**config.mk**
```make
export PLATFORM = sky130hd
export DESIGN_NAME = jk_drive_sequencer
export DESIGN_NICKNAME = d
export VERILOG_FILES = /design/src/rtl/jk_drive_pkg.sv /design/src/rtl/jk_excite.sv /design/src/rtl/jk_drive_sequencer.sv
export SDC_FILE = /design/constraint.sdc
export NUM_CORES = 1
export LEC_CHECK = 0
export BUFFER_PORTS_ARGS = -buffer_cell sky130_fd_sc_hd__buf_2
export CORE_MARGIN = 1.5
export CORE_UTILIZATION = 48
export DETAILED_ROUTE_END_ITERATION = 6
export GPL_TIMING_DRIVEN = 0
export PLACE_DENSITY = 0.79
export RECOVER_POWER = 50
export SYNTH_ARGS = -nofsm -noshare
export SYNTH_HDL_FRONTEND = slang
export SYNTH_SLANG_ARGS = --single-unit
```
**constraint.sdc**
```tcl
create_clock -name clk -period 2.15 [get_ports clk]
set_clock_uncertainty 0.15 [all_clocks]
set_input_delay 0.215 -clock clk [delete_from_list [all_inputs] [get_ports clk]]
set_output_delay 0.215 -clock clk [all_outputs]
set_load 0.01 [all_outputs]
```
**src/rtl/jk_drive_pkg.sv**
```systemverilog
// -----------------------------------------------------------------------------
// jk_drive_pkg
// Shared definitions for the JK drive sequencer:
//   - state_e      : sequencer FSM states (IDLE, DRIVE, CHECK)
//   - MODE_*       : target mode encodings (TOGGLE uses Q feedback, FORCE
//                    uses set/reset and ignores Q)
//   - HOLD/RESET/SET/TOGGLE : {J,K} excitation pairs for one flip-flop
//   - cnt_width()  : width of the retry counter for a given retry budget
// -----------------------------------------------------------------------------
package jk_drive_pkg;

  typedef enum logic [1:0] {
    IDLE  = 2'd0,
    DRIVE = 2'd1,
    CHECK = 2'd2
  } state_e;

  localparam logic MODE_TOGGLE = 1'b0;
  localparam logic MODE_FORCE  = 1'b1;

  // {J,K} pairs as seen by a standard JK flip-flop
  localparam logic [1:0] HOLD   = 2'b00;
  localparam logic [1:0] RESET  = 2'b01;
  localparam logic [1:0] SET    = 2'b10;
  localparam logic [1:0] TOGGLE = 2'b11;

  // A retry budget of zero still needs a 1-bit counter port.
  function automatic int cnt_width(input int max_retry);
    if (max_retry < 1) begin
      return 1;
    end
    return $clog2(max_retry + 1);
  endfunction

endpackage : jk_drive_pkg

```
**src/rtl/jk_excite.sv**
```systemverilog
// -----------------------------------------------------------------------------
// jk_excite
// Per-bit combinational excitation map: given the flip-flop's present Q, the
// desired Q and the drive mode, produce the J/K pair that moves Q to target
// at the next clock edge.
//
// Ports:
//   i_q      in  1 : present Q of the flip-flop
//   i_tgt    in  1 : desired Q
//   i_mode   in  1 : MODE_TOGGLE or MODE_FORCE
//   o_j      out 1 : J excitation
//   o_k      out 1 : K excitation
// -----------------------------------------------------------------------------
module jk_excite
  import jk_drive_pkg::*;
(
  input  logic i_q,
  input  logic i_tgt,
  input  logic i_mode,
  output logic o_j,
  output logic o_k
);

  logic [1:0] w_jk;

  always_comb begin
    w_jk = HOLD;
    if (i_mode == MODE_FORCE) begin
      // Set/reset drive does not depend on the present Q at all.
      w_jk = i_tgt ? SET : RESET;
    end else begin
      // Feedback drive: only bits that are wrong are toggled.
      w_jk = (i_q == i_tgt) ? HOLD : TOGGLE;
    end
  end

  assign o_j = w_jk[1];
  assign o_k = w_jk[0];

endmodule : jk_excite

```
**src/rtl/jk_drive_sequencer.sv**
```systemverilog
// -----------------------------------------------------------------------------
// jk_drive_sequencer
// Drives the J/K inputs of an external bank of WIDTH JK flip-flops so that the
// bank's Q word reaches a requested target. After each one-cycle drive the
// bank's Q is read back and compared; on mismatch the drive is repeated up to
// MAX_RETRY more times before reporting an error.
//
// Ports:
//   clk        in  1      : clock, shared with the JK bank
//   rst_n      in  1      : asynchronous active-low reset
//   tgt_valid  in  1      : a target word is offered
//   tgt_data   in  WIDTH  : target Q word
//   tgt_mode   in  1      : 0 = TOGGLE (feedback), 1 = FORCE (set/reset)
//   tgt_ready  out 1      : high in IDLE, target may be accepted
//   q_fb       in  WIDTH  : Q outputs of the JK bank (no added delay)
//   j          out WIDTH  : J drive to the bank (non-zero only in DRIVE)
//   k          out WIDTH  : K drive to the bank (non-zero only in DRIVE)
//   busy       out 1      : high in DRIVE and CHECK
//   done       out 1      : one-cycle pulse after a successful check
//   err        out 1      : one-cycle pulse after retries are exhausted
//   retry_cnt  out CNT_W  : re-drives used by current/last transaction
// -----------------------------------------------------------------------------
module jk_drive_sequencer
  import jk_drive_pkg::*;
#(
  parameter int WIDTH     = 8,
  parameter int MAX_RETRY = 3
) (
  input  logic                             clk,
  input  logic                             rst_n,
  input  logic                             tgt_valid,
  input  logic [WIDTH-1:0]                 tgt_data,
  input  logic                             tgt_mode,
  output logic                             tgt_ready,
  input  logic [WIDTH-1:0]                 q_fb,
  output logic [WIDTH-1:0]                 j,
  output logic [WIDTH-1:0]                 k,
  output logic                             busy,
  output logic                             done,
  output logic                             err,
  output logic [cnt_width(MAX_RETRY)-1:0]  retry_cnt
);

  localparam int CNT_W = cnt_width(MAX_RETRY);
  localparam logic [CNT_W-1:0] RETRY_LIMIT = CNT_W'(MAX_RETRY);

  // ---------------------------------------------------------------------------
  // Registers
  // ---------------------------------------------------------------------------
  state_e             r_state;
  logic [WIDTH-1:0]   r_tgt;
  logic               r_mode;
  logic [CNT_W-1:0]   r_retry_cnt;
  logic               r_done;
  logic               r_err;

  // ---------------------------------------------------------------------------
  // Combinational control
  // ---------------------------------------------------------------------------
  state_e             w_state_nxt;
  logic               w_accept;
  logic               w_retry_inc;
  logic               w_done_nxt;
  logic               w_err_nxt;
  logic               w_match;
  logic               w_drive;
  logic [WIDTH-1:0]   w_j_raw;
  logic [WIDTH-1:0]   w_k_raw;

  assign w_match = (q_fb == r_tgt);
  assign w_drive = (r_state == DRIVE);

  // ---------------------------------------------------------------------------
  // FSM state register
  // ---------------------------------------------------------------------------
  always_ff @(posedge clk or negedge rst_n) begin
    if (!rst_n) begin
      r_state <= IDLE;
    end else begin
      r_state <= w_state_nxt;
    end
  end

  // ---------------------------------------------------------------------------
  // FSM next-state and strobe decode
  // ---------------------------------------------------------------------------
  always_comb begin
    w_state_nxt = r_state;
    w_accept    = 1'b0;
    w_retry_inc = 1'b0;
    w_done_nxt  = 1'b0;
    w_err_nxt   = 1'b0;

    unique case (r_state)
      IDLE: begin
        // tgt_ready is exactly (state == IDLE), so valid alone is the handshake.
        if (tgt_valid) begin
          w_accept    = 1'b1;
          w_state_nxt = DRIVE;
        end
      end

      DRIVE: begin
        // The bank captures the excitation at the end of this single cycle.
        w_state_nxt = CHECK;
      end

      CHECK: begin
        if (w_match) begin
          w_done_nxt  = 1'b1;
          w_state_nxt = IDLE;
        end else if (r_retry_cnt < RETRY_LIMIT) begin
          w_retry_inc = 1'b1;
          w_state_nxt = DRIVE;
        end else begin
          w_err_nxt   = 1'b1;
          w_state_nxt = IDLE;
        end
      end

      default: begin
        w_state_nxt = IDLE;
      end
    endcase
  end

  // ---------------------------------------------------------------------------
  // Target latch, retry counter and registered status pulses
  // ---------------------------------------------------------------------------
  always_ff @(posedge clk or negedge rst_n) begin
    if (!rst_n) begin
      r_tgt       <= '0;
      r_mode      <= MODE_TOGGLE;
      r_retry_cnt <= '0;
      r_done      <= 1'b0;
      r_err       <= 1'b0;
    end else begin
      // Data is captured only on the accept edge; later changes on the
      // request bus while busy have no effect.
      if (w_accept) begin
        r_tgt       <= tgt_data;
        r_mode      <= tgt_mode;
        r_retry_cnt <= '0;
      end else if (w_retry_inc) begin
        r_retry_cnt <= r_retry_cnt + 1'b1;
      end
      // Mutually exclusive by construction of the CHECK decode.
      r_done <= w_done_nxt;
      r_err  <= w_err_nxt;
    end
  end

  // ---------------------------------------------------------------------------
  // Per-bit excitation
  // ---------------------------------------------------------------------------
  for (genvar g = 0; g < WIDTH; g++) begin : g_excite
    jk_excite u_excite (
      .i_q    (q_fb[g]),
      .i_tgt  (r_tgt[g]),
      .i_mode (r_mode),
      .o_j    (w_j_raw[g]),
      .o_k    (w_k_raw[g])
    );
  end

  // Gating by the state register means an asynchronous reset removes the
  // excitation immediately, so the bank never sees a partial drive.
  assign j = w_j_raw & {WIDTH{w_drive}};
  assign k = w_k_raw & {WIDTH{w_drive}};

  // ---------------------------------------------------------------------------
  // Outputs
  // ---------------------------------------------------------------------------
  assign tgt_ready = (r_state == IDLE);
  assign busy      = (r_state == DRIVE) || (r_state == CHECK);
  assign done      = r_done;
  assign err       = r_err;
  assign retry_cnt = r_retry_cnt;

endmodule : jk_drive_sequencer

```
==> reports/results.txt, run 1 <==
Clk_lat worst skew: 290 ps
Comb power frac: 60.3%
Starting Density: 52.9%
Setup TNS: 0 ps
Internal: 1010 uW
Max FO, Critical Path: 10
H-tree Lvls: 1
Clock root cell: clkbuf_4
Post-route insts no fill: 186
Worst-path clk slew: 90 ps
Critical path, cell by cell: clkbuf_1 -> or3_2 -> and3_1 -> buf_2
DRT antenna net count: 0
Antenna violations before repair: 0
Max-cap violations: 0
Sequential power share: 30.8%
TritonRoute pass-1 iters: 4
Final Hold Fails: 0
Syn-to-layout area delta: 25.4%
DRC Markers: 0
DIE AREA: 2540 um2
Endpoints failing setup: 0
Slew headroom: 46.2%
Clock Path Buffers: 2
Placeable Area: 2040 um2
Switch share: 43.5%
Flops & latches, synth: 15
Vias in the first global route: 956
Clock sinks: 15
IR drop worst, VDD: 0.883 mV
Inserted Clock Buffers: 3
Syn. warnings: 0
Worst min path class: in2reg
Fin nets: 185
Mapped Nets: 137
Switch Pwr: 779 uW
CP startpoint kind: flop
Detailed Route Iter0 Violations: 24
Tmin final: 2040 ps
RSZ-0062 raised after global routing: false
Post-synthesis cell count: 112
CTS tree: done
Grt ovf: 0
WL/cell: 13.1 um
Top Ports: 42
Hold Slack: 11.6 ps
Rows: 16
Inserted Diodes: 0
Flop2flop setup slack: 330 ps
Worst path slowest cell: dfrtp_1
Overall Global Routing Usage: 21.3%
Worst EP arrival: 1680 ps
Delay-heaviest family, CP: simple AND/OR/NAND/NOR gates
WL final: 2430 um
Slew @ Worst Pin: 807 ps
Port bufs: 41
Placer Congestion: 0.798
Mapped Area: 1080 um2
Fin crit share: 95.0%
Power per cell area: 1320 nW/um2
Cells after DPL: 180
Fmax: 490 MHz
Layout cell share with drive strength beyond 1: 33.3%
Via density per instance: 5.24
Routed via count: 975
Hpwl dp: 1870 um
Outcome: completed
Max Slew Vio Count: 0
CP endpoint kind: output port
Distinct cells, synth: 23
Clk network pwr share: 9.0%
Die Span X: 50.4 um
Largest net degree at the start of global routing: 16
Global-route wire length before repair: 4060 um
CP bufs+invs: 2
LEAKAGE: 0.000669 uW
Post-synthesis area per instance: 9.64 um2
Worst setup path category: reg2out
Part of the Yosys area used for sequential elements: 34.8%
Max incr delay on CP: 440 ps
Number of setup buffers added after CTS: 0
Critical Path RT: 1780 ps
Die H: 50.4 um
path summary, 6_finish.rpt:
| check | start | cells past startpoint | endpoint |
|---|---|---|---|
| worst max-delay path | r_mode | 4 | k[4] |
| worst min-delay path | tgt_data[5] | 2 | r_tgt[5] |
| worst max register to register | r_state[0] | 5 | r_mode |
| worst min register to register | retry_cnt[1] | 2 | retry_cnt[1] |
| max in group asynchronous | rst_n | 2 | r_tgt[4] |
| min in group asynchronous | rst_n | 2 | retry_cnt[0] |
cells in the mapped netlist:
master	instances	area share, %
a21oi_1	2	0.93
a21oi_2	1	0.81
a22o_1	1	0.81
and2_1	8	4.6
and3_1	8	4.6
and3_2	1	0.70
buf_2	1	0.46
clkbuf_1	3	1.0
dfrtp_1	15	35
ha_1	5	5.8
inv_1	3	1.0
mux2_2	9	9.4
mux2i_1	2	1.9
nand2_1	5	1.7
nand2b_1	10	5.8
nor2_1	2	0.70
nor4_2	2	2.3
o21ai_0	9	4.2
o31ai_1	1	0.70
or3_1	7	4.1
or3_2	1	0.70
xnor2_1	8	6.5
xor2_1	8	6.5
area by class of cell:
cell class	instances	area (um2)
Buffer	4	17.5
Clock buffer	4	26.3
Fill cell	189	688
Inverter	3	11.3
Multi-Input combinational cell	90	673
Sequential cell	15	375
Tap cell	27	33.8
Timing Repair Buffer	43	216
through the flow:
step | setup WS, ps | utilization [%] | power, uW | area, um2
3_5_place_dp | 325 | 64.6 | 1640 | 1320
2_1_floorplan | 498 | - | 1300 | 1080
6_report | 108 | 66.3 | 1790 | 1350
4_1_cts | 101 | 66.4 | 1820 | 1360
5_1_grt | 19.4 | 66.3 | 1950 | 1350
3_3_place_gp | 353 | 64.6 | 1580 | 1320
sequential cells by signal, indices dropped and copies added (netlist names):
| signal | count |
|---|---|
| retry_cnt | 2 |
| err | 1 |
| r_mode | 1 |
| r_tgt | 8 |
| done | 1 |
| r_state | 2 |
cells by family (layout without fill, tap and decap cells):
logic type	Yosys count	in the layout	synth area share, %
compound gates	14	14	7.42
xor+xnor	16	16	13.0
fa+ha+maj	5	5	5.79
buf+inv	7	54	2.55
flops	15	15	34.8
mux	11	11	11.2
simple gates	44	44	25.3
power by group through the flow:
stage          logic, uW  clock network (uW)  registers, uW
2_1_floorplan        770                   0            528
3_3_place_gp        1040                   0            546
3_5_place_dp        1090                   0            555
4_1_cts             1100                 169            550
5_1_grt             1200                 184            572
6_report            1080                 161            551
cell usage in the layout (no fill, tap or decap), drive strengths merged:
cell / n
mux2: 9
o31ai: 1
a21oi: 3
clkbuf: 14
o21ai: 9
dfrtp: 15
nand2: 5
xor2: 8
mux2i: 2
buf: 35
and2: 8
or3: 8
xnor2: 8
dlygate4sd3: 2
inv: 3
a22o: 1
nand2b: 10
ha: 5
nor2: 2
and3: 9
nor4: 2
what timing repair did:
item                                   4_1_cts  5_1_grt
gates resized for setup                      1        1
setup endpoints to repair                    1        1
hold buffers                                 1        1
endpoints found under the hold margin       15        1
layer usage:
metal  GRT usage (%)  part of all wire, %  up-vias
met5               0                    0        -
li1                -                    -      475
met4            5.41                 0.70        0
met1            24.6                   42      466
met3            4.46                  4.7        2
met2            39.5                   52       32
worst register-to-register path, cell delays in order (launching register included):
cell and delay [ps]:
dfrtp_1 410, inv_1 80, ha_1 260, nand2_1 160, buf_2 280, mux2_2 360
(Power assumes the default switching activity.)
==> inputs of run 2 (changes only) <==
--- a/config.mk
+++ b/config.mk
@@ -6,11 +6,13 @@
 export NUM_CORES = 1
 export LEC_CHECK = 0
 export BUFFER_PORTS_ARGS = -buffer_cell sky130_fd_sc_hd__buf_2
+export CELL_PAD_IN_SITES_DETAIL_PLACEMENT = 1
+export CELL_PAD_IN_SITES_GLOBAL_PLACEMENT = 2
 export CORE_MARGIN = 1.5
-export CORE_UTILIZATION = 48
+export CORE_UTILIZATION = 30
 export DETAILED_ROUTE_END_ITERATION = 6
 export GPL_TIMING_DRIVEN = 0
-export PLACE_DENSITY = 0.79
+export PLACE_DENSITY_LB_ADDON = 0.1
 export RECOVER_POWER = 50
 export SYNTH_ARGS = -nofsm -noshare
 export SYNTH_HDL_FRONTEND = slang
==> constraint.sdc (replaced) <==
create_clock -name clk -period 2.4 [get_ports clk]
set_clock_uncertainty 0.15 [all_clocks]
set_input_delay 0.24 -clock clk [delete_from_list [all_inputs] [get_ports clk]]
set_output_delay 0.24 -clock clk [all_outputs]
set_load 0.01 [all_outputs]
==> run 2 against run 1 <==
Against the previous run: sequential power fell by 9.1%; clock power down 12%; sequential share of layout area fell by 0.23 points; power decreased by 10%; combinational power shrank 10%; first-iteration DRC count is 38% higher; global-route usage decreased by 6.6 points; utilization shrank 26 points; design area increased by 0.83%; critical path depth rose by 1; critical path type unchanged; critical endpoint is now k[2].
==> reports/results.txt, run 2 (synthesis results as in run 1) <==
RSZ-0062 raised after global routing: false
Slew headroom: 48.4% (+2.2 points)
Top Ports: 42 (unchanged)
CP endpoint kind: output port
Endpoints failing setup: 0 (unchanged)
Delay-heaviest family, CP: buffers and inverters
Die Span X: 63.0 um (+25%)
Fill count: 425 (+120%)
Placer Congestion: 0.734 (-8.0%)
Detailed Route Iter0 Violations: 33 (+38%)
Largest net degree at the start of global routing: 16 (unchanged)
Starting Density: 31.9% (-21 points)
Max FFs per register: 8 (unchanged)
TritonRoute pass-1 iters: 3 (-1)
Routed via count: 954 (-2.2%)
Max-cap violations: 0 (unchanged)
Hpwl dp: 2170 um (+16%)
Power per cell area: 1180 nW/um2 (-11%)
Via density per instance: 4.68 (-11%)
Clock Path Buffers: 2 (unchanged)
Worst path slowest cell: dfrtp_1
Overall Global Routing Usage: 14.7% (-6.6 points)
Tmin final: 2140 ps
Antenna violations before repair: 0 (unchanged)
Placeable Area: 3390 um2 (+66%)
Layout cell share with drive strength beyond 1: 32.9% (-0.42 points)
Most frequent cells in the layout: buf_2 (35), dfrtp_1 (15), clkbuf_1 (10), nand2b_1 (10)
Most flops, register: r_tgt
Worst-path clk slew: 80 ps (about the same)
CP startpoint kind: flop
IR drop worst, VDD: 0.494 mV (-44%)
Max Slew Vio Count: 0 (unchanged)
LEAKAGE: 0.000666 uW (-0.41%)
Worst min path class: in2reg
Clk_lat worst skew: 280 ps (about the same)
Fin nets: 184 (-0.54%)
Fin crit share: 89.0%
DIE AREA: 3970 um2 (+56%)
Port bufs: 41 (unchanged)
Max incr delay on CP: 420 ps (-20 ps)
Slew @ Worst Pin: 774 ps (-32.5 ps)
Worst setup path category: reg2out
CTS tree: done
Die H: 63.0 um (+25%)
Critical path, cell by cell: inv_1 -> ha_1 -> clkbuf_2 -> and3_1 -> buf_2
Final Hold Fails: 0 (unchanged)
Max FO, Critical Path: 10 (unchanged)
Clock root cell: clkbuf_4
Outcome: completed
CP bufs+invs: 3 (+1)
Vias in the first global route: 991 (+3.7%)
Fmax: 468 MHz
Most common cell after layout, fill and taps aside: buf_2
Number of setup buffers added after CTS: 0 (unchanged)
DRC Markers: 0 (unchanged)
Rows: 21 (+5)
Worst EP arrival: 1750 ps (+70 ps)
Critical Path RT: 2010 ps (+230 ps)
H-tree Lvls: 1 (unchanged)
Setup TNS: 0 ps (unchanged)
WL/cell: 13.6 um (+3.6%)
WL final: 2770 um (+14%)
Final core utilization: 40.3% (-26 points)
Grt ovf: 0 (unchanged)
Syn-to-layout area delta: 26.4%
Inserted Diodes: 0 (unchanged)
Inserted Clock Buffers: 3 (unchanged)
Hold Slack: 32.1 ps (+20.5 ps)
Global-route wire length before repair: 4590 um (+13%)
DRT antenna net count: 0 (unchanged)
Clock sinks: 15 (unchanged)
run 2: layout make-up:
cell class	instances	area (um2)	share of cell area [%]
multi-input cells	90	671	49.1
flip-flops and latches	15	375	27.5
repair buffers	42	206	15.1
well taps	46	57.6	4.22
clock buffers	4	26.3	1.92
plain buffers	4	17.5	1.28
inverters	3	11.3	0.825
run 2: report_power, final:
| part | internal [uW] | switching (uW) | leakage (uW) |
|---|---|---|---|
| sequential | 357 | 143 | 0.000185 |
| clock | 64.7 | 76.1 | 0.0000150 |
| combinational | 481 | 490 | 0.000466 |
| total | 903 | 710 | 0.000666 |
run 2: metrics by stage:
step	instance area [um2]	power, uW	worst slack [ps]	instances
after global placement	1340	1480	368	199
after CTS	1380	1660	30.0	204
after floorplan	1080	1160	748	112
after global routing	1370	1760	134	204
final	1370	1610	263	204
after detailed placement	1340	1520	351	199
run 2: worst paths after layout:
check / startpoint / to / slack (ps) / depth (start not counted)
min in group asynchronous: rst_n / r_tgt[3] / 390 / 2
max in group asynchronous: rst_n / r_tgt[6] / 1230 / 2
max: r_state[1] / k[2] / 260 / 5
max reg2reg: r_tgt[3] / r_state[0] / 490 / 4
min reg2reg: retry_cnt[1] / retry_cnt[1] / 400 / 2
min: tgt_data[1] / r_tgt[1] / 30 / 2
run 2: per-layer routing:
| layer | vias up | track usage (%) | share of wire [%] |
|---|---|---|---|
| li1 | 472 | - | - |
| met1 | 457 | 16.1 | 43 |
| met2 | 23 | 28.2 | 52 |
| met3 | 2 | 3.42 | 4.5 |
| met4 | 0 | 3.33 | 0.51 |
| met5 | - | 0 | 0 |
run 2: what timing repair did:
| item | in CTS | in global routing |
|---|---|---|
| gates resized for setup | 0 | 2 |
| hold endpoints to repair | 15 | 0 |
| hold buffers | 1 | 0 |
| setup endpoints to repair | 0 | 8 |
==> inputs of run 3 (changes only) <==
--- a/config.mk
+++ b/config.mk
@@ -9,7 +9,8 @@
 export CELL_PAD_IN_SITES_DETAIL_PLACEMENT = 1
 export CELL_PAD_IN_SITES_GLOBAL_PLACEMENT = 2
 export CORE_MARGIN = 1.5
-export CORE_UTILIZATION = 30
+export CORE_UTILIZATION = 31
+export CTS_BUF_LIST = sky130_fd_sc_hd__clkbuf_8
 export DETAILED_ROUTE_END_ITERATION = 6
 export GPL_TIMING_DRIVEN = 0
 export PLACE_DENSITY_LB_ADDON = 0.1
==> run 3 against run 2 <==
Against the previous run: wire length is 2.2% higher; sequential share of layout area is 0.35 points lower; global-route usage is 1.0 points higher; power is 3.8% higher; first-iteration DRC count is 3.0% higher; non-clock buffer count stayed put; fmax is 5.0% lower; highest routed layer unchanged; die area is 3.1% lower; sequential power hardly changed.
==> reports/results.txt, run 3 (synthesis results as in run 1) <==
Outcome: completed
Clock root cell: clkbuf_8
Worst-path clk slew: 60 ps (-20 ps)
Hpwl dp: 2170 um (about the same)
Max FO, Critical Path: 10 (unchanged)
Fin crit share: 93.7% (+4.7 points)
Max Slew Vio Count: 0 (unchanged)
Fin nets: 184 (unchanged)
Inserted Diodes: 0 (unchanged)
Detailed Route Iter0 Violations: 34 (+3.0%)
CP startpoint kind: flop
Endpoints failing setup: 0 (unchanged)
Most frequent cells in the layout: buf_2 (35), dfrtp_1 (15), clkbuf_1 (10), nand2b_1 (10)
TritonRoute pass-1 iters: 2 (-1)
Design Area, Final: 1380 um2 (+1.3%)
Via density per instance: 4.74 (+1.3%)
Vias in the first global route: 944 (-4.7%)
Die H: 62.0 um (-1.5%)
Largest net degree at the start of global routing: 16 (unchanged)
Power per cell area: 1210 nW/um2 (+2.5%)
Worst path slowest cell: clkbuf_1
CP endpoint kind: output port
Number of setup buffers added after CTS: 0 (unchanged)
Most flops, register: r_tgt
Rows: 21 (unchanged)
DRT antenna net count: 0 (unchanged)
Slew headroom: 43.5% (-4.9 points)
CTS resizes: 0 (unchanged)
Critical Path RT: 2010 ps (about the same)
Starting Density: 32.4% (+0.50 points)
Max incr delay on CP: 420 ps (about the same)
Fmax: 444 MHz (-5.0%)
LEAKAGE: 0.000675 uW (+1.3%)
WL/cell: 13.9 um (+2.2%)
WL final: 2830 um (+2.2%)
DIE AREA: 3850 um2 (-3.1%)
Placer Congestion: 0.768 (+4.6%)
Clk_lat worst skew: 240 ps (-40 ps)
Global-route wire length before repair: 4360 um (-5.0%)
Max FFs per register: 8 (unchanged)
Antenna violations before repair: 0 (unchanged)
Top Ports: 42 (unchanged)
CP bufs+invs: 3 (unchanged)
H-tree Lvls: 1 (unchanged)
Slew @ Worst Pin: 848 ps (+73.6 ps)
Max-cap violations: 0 (unchanged)
Worst setup path category: reg2out
Most common cell after layout, fill and taps aside: buf_2
Clock sinks: 15 (unchanged)
Setup TNS: 0 ps (unchanged)
Inserted Clock Buffers: 3 (unchanged)
Delay-heaviest family, CP: buffers and inverters
Final Hold Fails: 0 (unchanged)
Grt ovf: 0 (unchanged)
Die Span X: 62.0 um (-1.5%)
Syn-to-layout area delta: 28.0%
Layout cell share with drive strength beyond 1: 32.3% (-0.63 points)
CTS tree: done
Placeable Area: 3340 um2 (-1.6%)
Worst EP arrival: 1860 ps (+110 ps)
Dpl cell area: 1340 um2 (unchanged)
DRC Markers: 0 (unchanged)
Clock Path Buffers: 2 (unchanged)
Routed via count: 966 (+1.3%)
Overall Global Routing Usage: 15.7% (+1.0 points)
Tmin final: 2250 ps (+113 ps)
Worst min path class: in2reg
RSZ-0062 raised after global routing: false
Port bufs: 41 (unchanged)
Critical path, cell by cell: inv_1 -> ha_1 -> clkbuf_1 -> and3_1 -> buf_2
IR drop worst, VDD: 0.438 mV (-11%)
## run 3: changes by cell type in the layout (fill, tap and decap cells not counted), sizes merged
| cell | previous run | this run |
|---|---|---|
| clkbuf | 14 | 13 |
| inv | 3 | 4 |
## run 3: final cells by class
| class | instances | area (um2) |
|---|---|---|
| Sequential cell | 15 | 375 |
| Buffer | 4 | 16.3 |
| Multi-Input combinational cell | 90 | 671 |
| Clock inverter | 1 | 3.75 |
| Timing Repair Buffer | 42 | 206 |
| Clock buffer | 3 | 41.3 |
| Fill cell | 428 | 1950 |
| Tap cell | 46 | 57.6 |
| Inverter | 3 | 11.3 |
## run 3: where the power goes
group,switching [uW],internal [uW],total (uW)
sequential,140,358,498
clock,85.9,113,199
combinational,496,480,976
total,722,951,1670
## run 3: path summary, 6_finish.rpt
| kind | from | to | slack [ps] | depth (start not counted) |
|---|---|---|---|---|
| min | tgt_mode | r_mode | 70 | 2 |
| min reg2reg | retry_cnt[1] | retry_cnt[1] | 420 | 2 |
| max in group asynchronous | rst_n | r_tgt[2] | 1100 | 2 |
| min in group asynchronous | rst_n | r_state[0] | 480 | 2 |
| max | r_state[1] | k[2] | 150 | 5 |
| max reg2reg | r_state[0] | r_tgt[6] | 520 | 5 |
## run 3: repair_timing
item | CTS | global route
setup endpoints to repair | 0 | 0
endpoints found under the hold margin | 15 | 0
hold buffers | 1 | 0
## run 3: metrics by stage
| stage | hold WS, ps | utilization (%) | setup WS, ps | power [uW] | instances |
|---|---|---|---|---|---|
| final | 73.0 | 41.4 | 150 | 1670 | 204 |
| after global routing | 82.1 | 41.4 | 0.971 | 1830 | 204 |
| after CTS | 75.0 | 41.9 | 87.0 | 1720 | 204 |
| after detailed placement | 19.0 | 40.2 | 353 | 1510 | 199 |
| after global placement | 16.8 | 40.2 | 406 | 1470 | 199 |
| after floorplan | -206 | - | 748 | 1160 | 112 |
## run 3: layer usage
layer	routed length, um	share of wire [%]	GRT usage, %	vias up
met4	32	1.1	4.56	0
met2	1490	53	29.6	21
met3	84	3.0	1.24	4
met5	0	0	0	-
li1	-	-	-	474
met1	1220	43	18.9	467
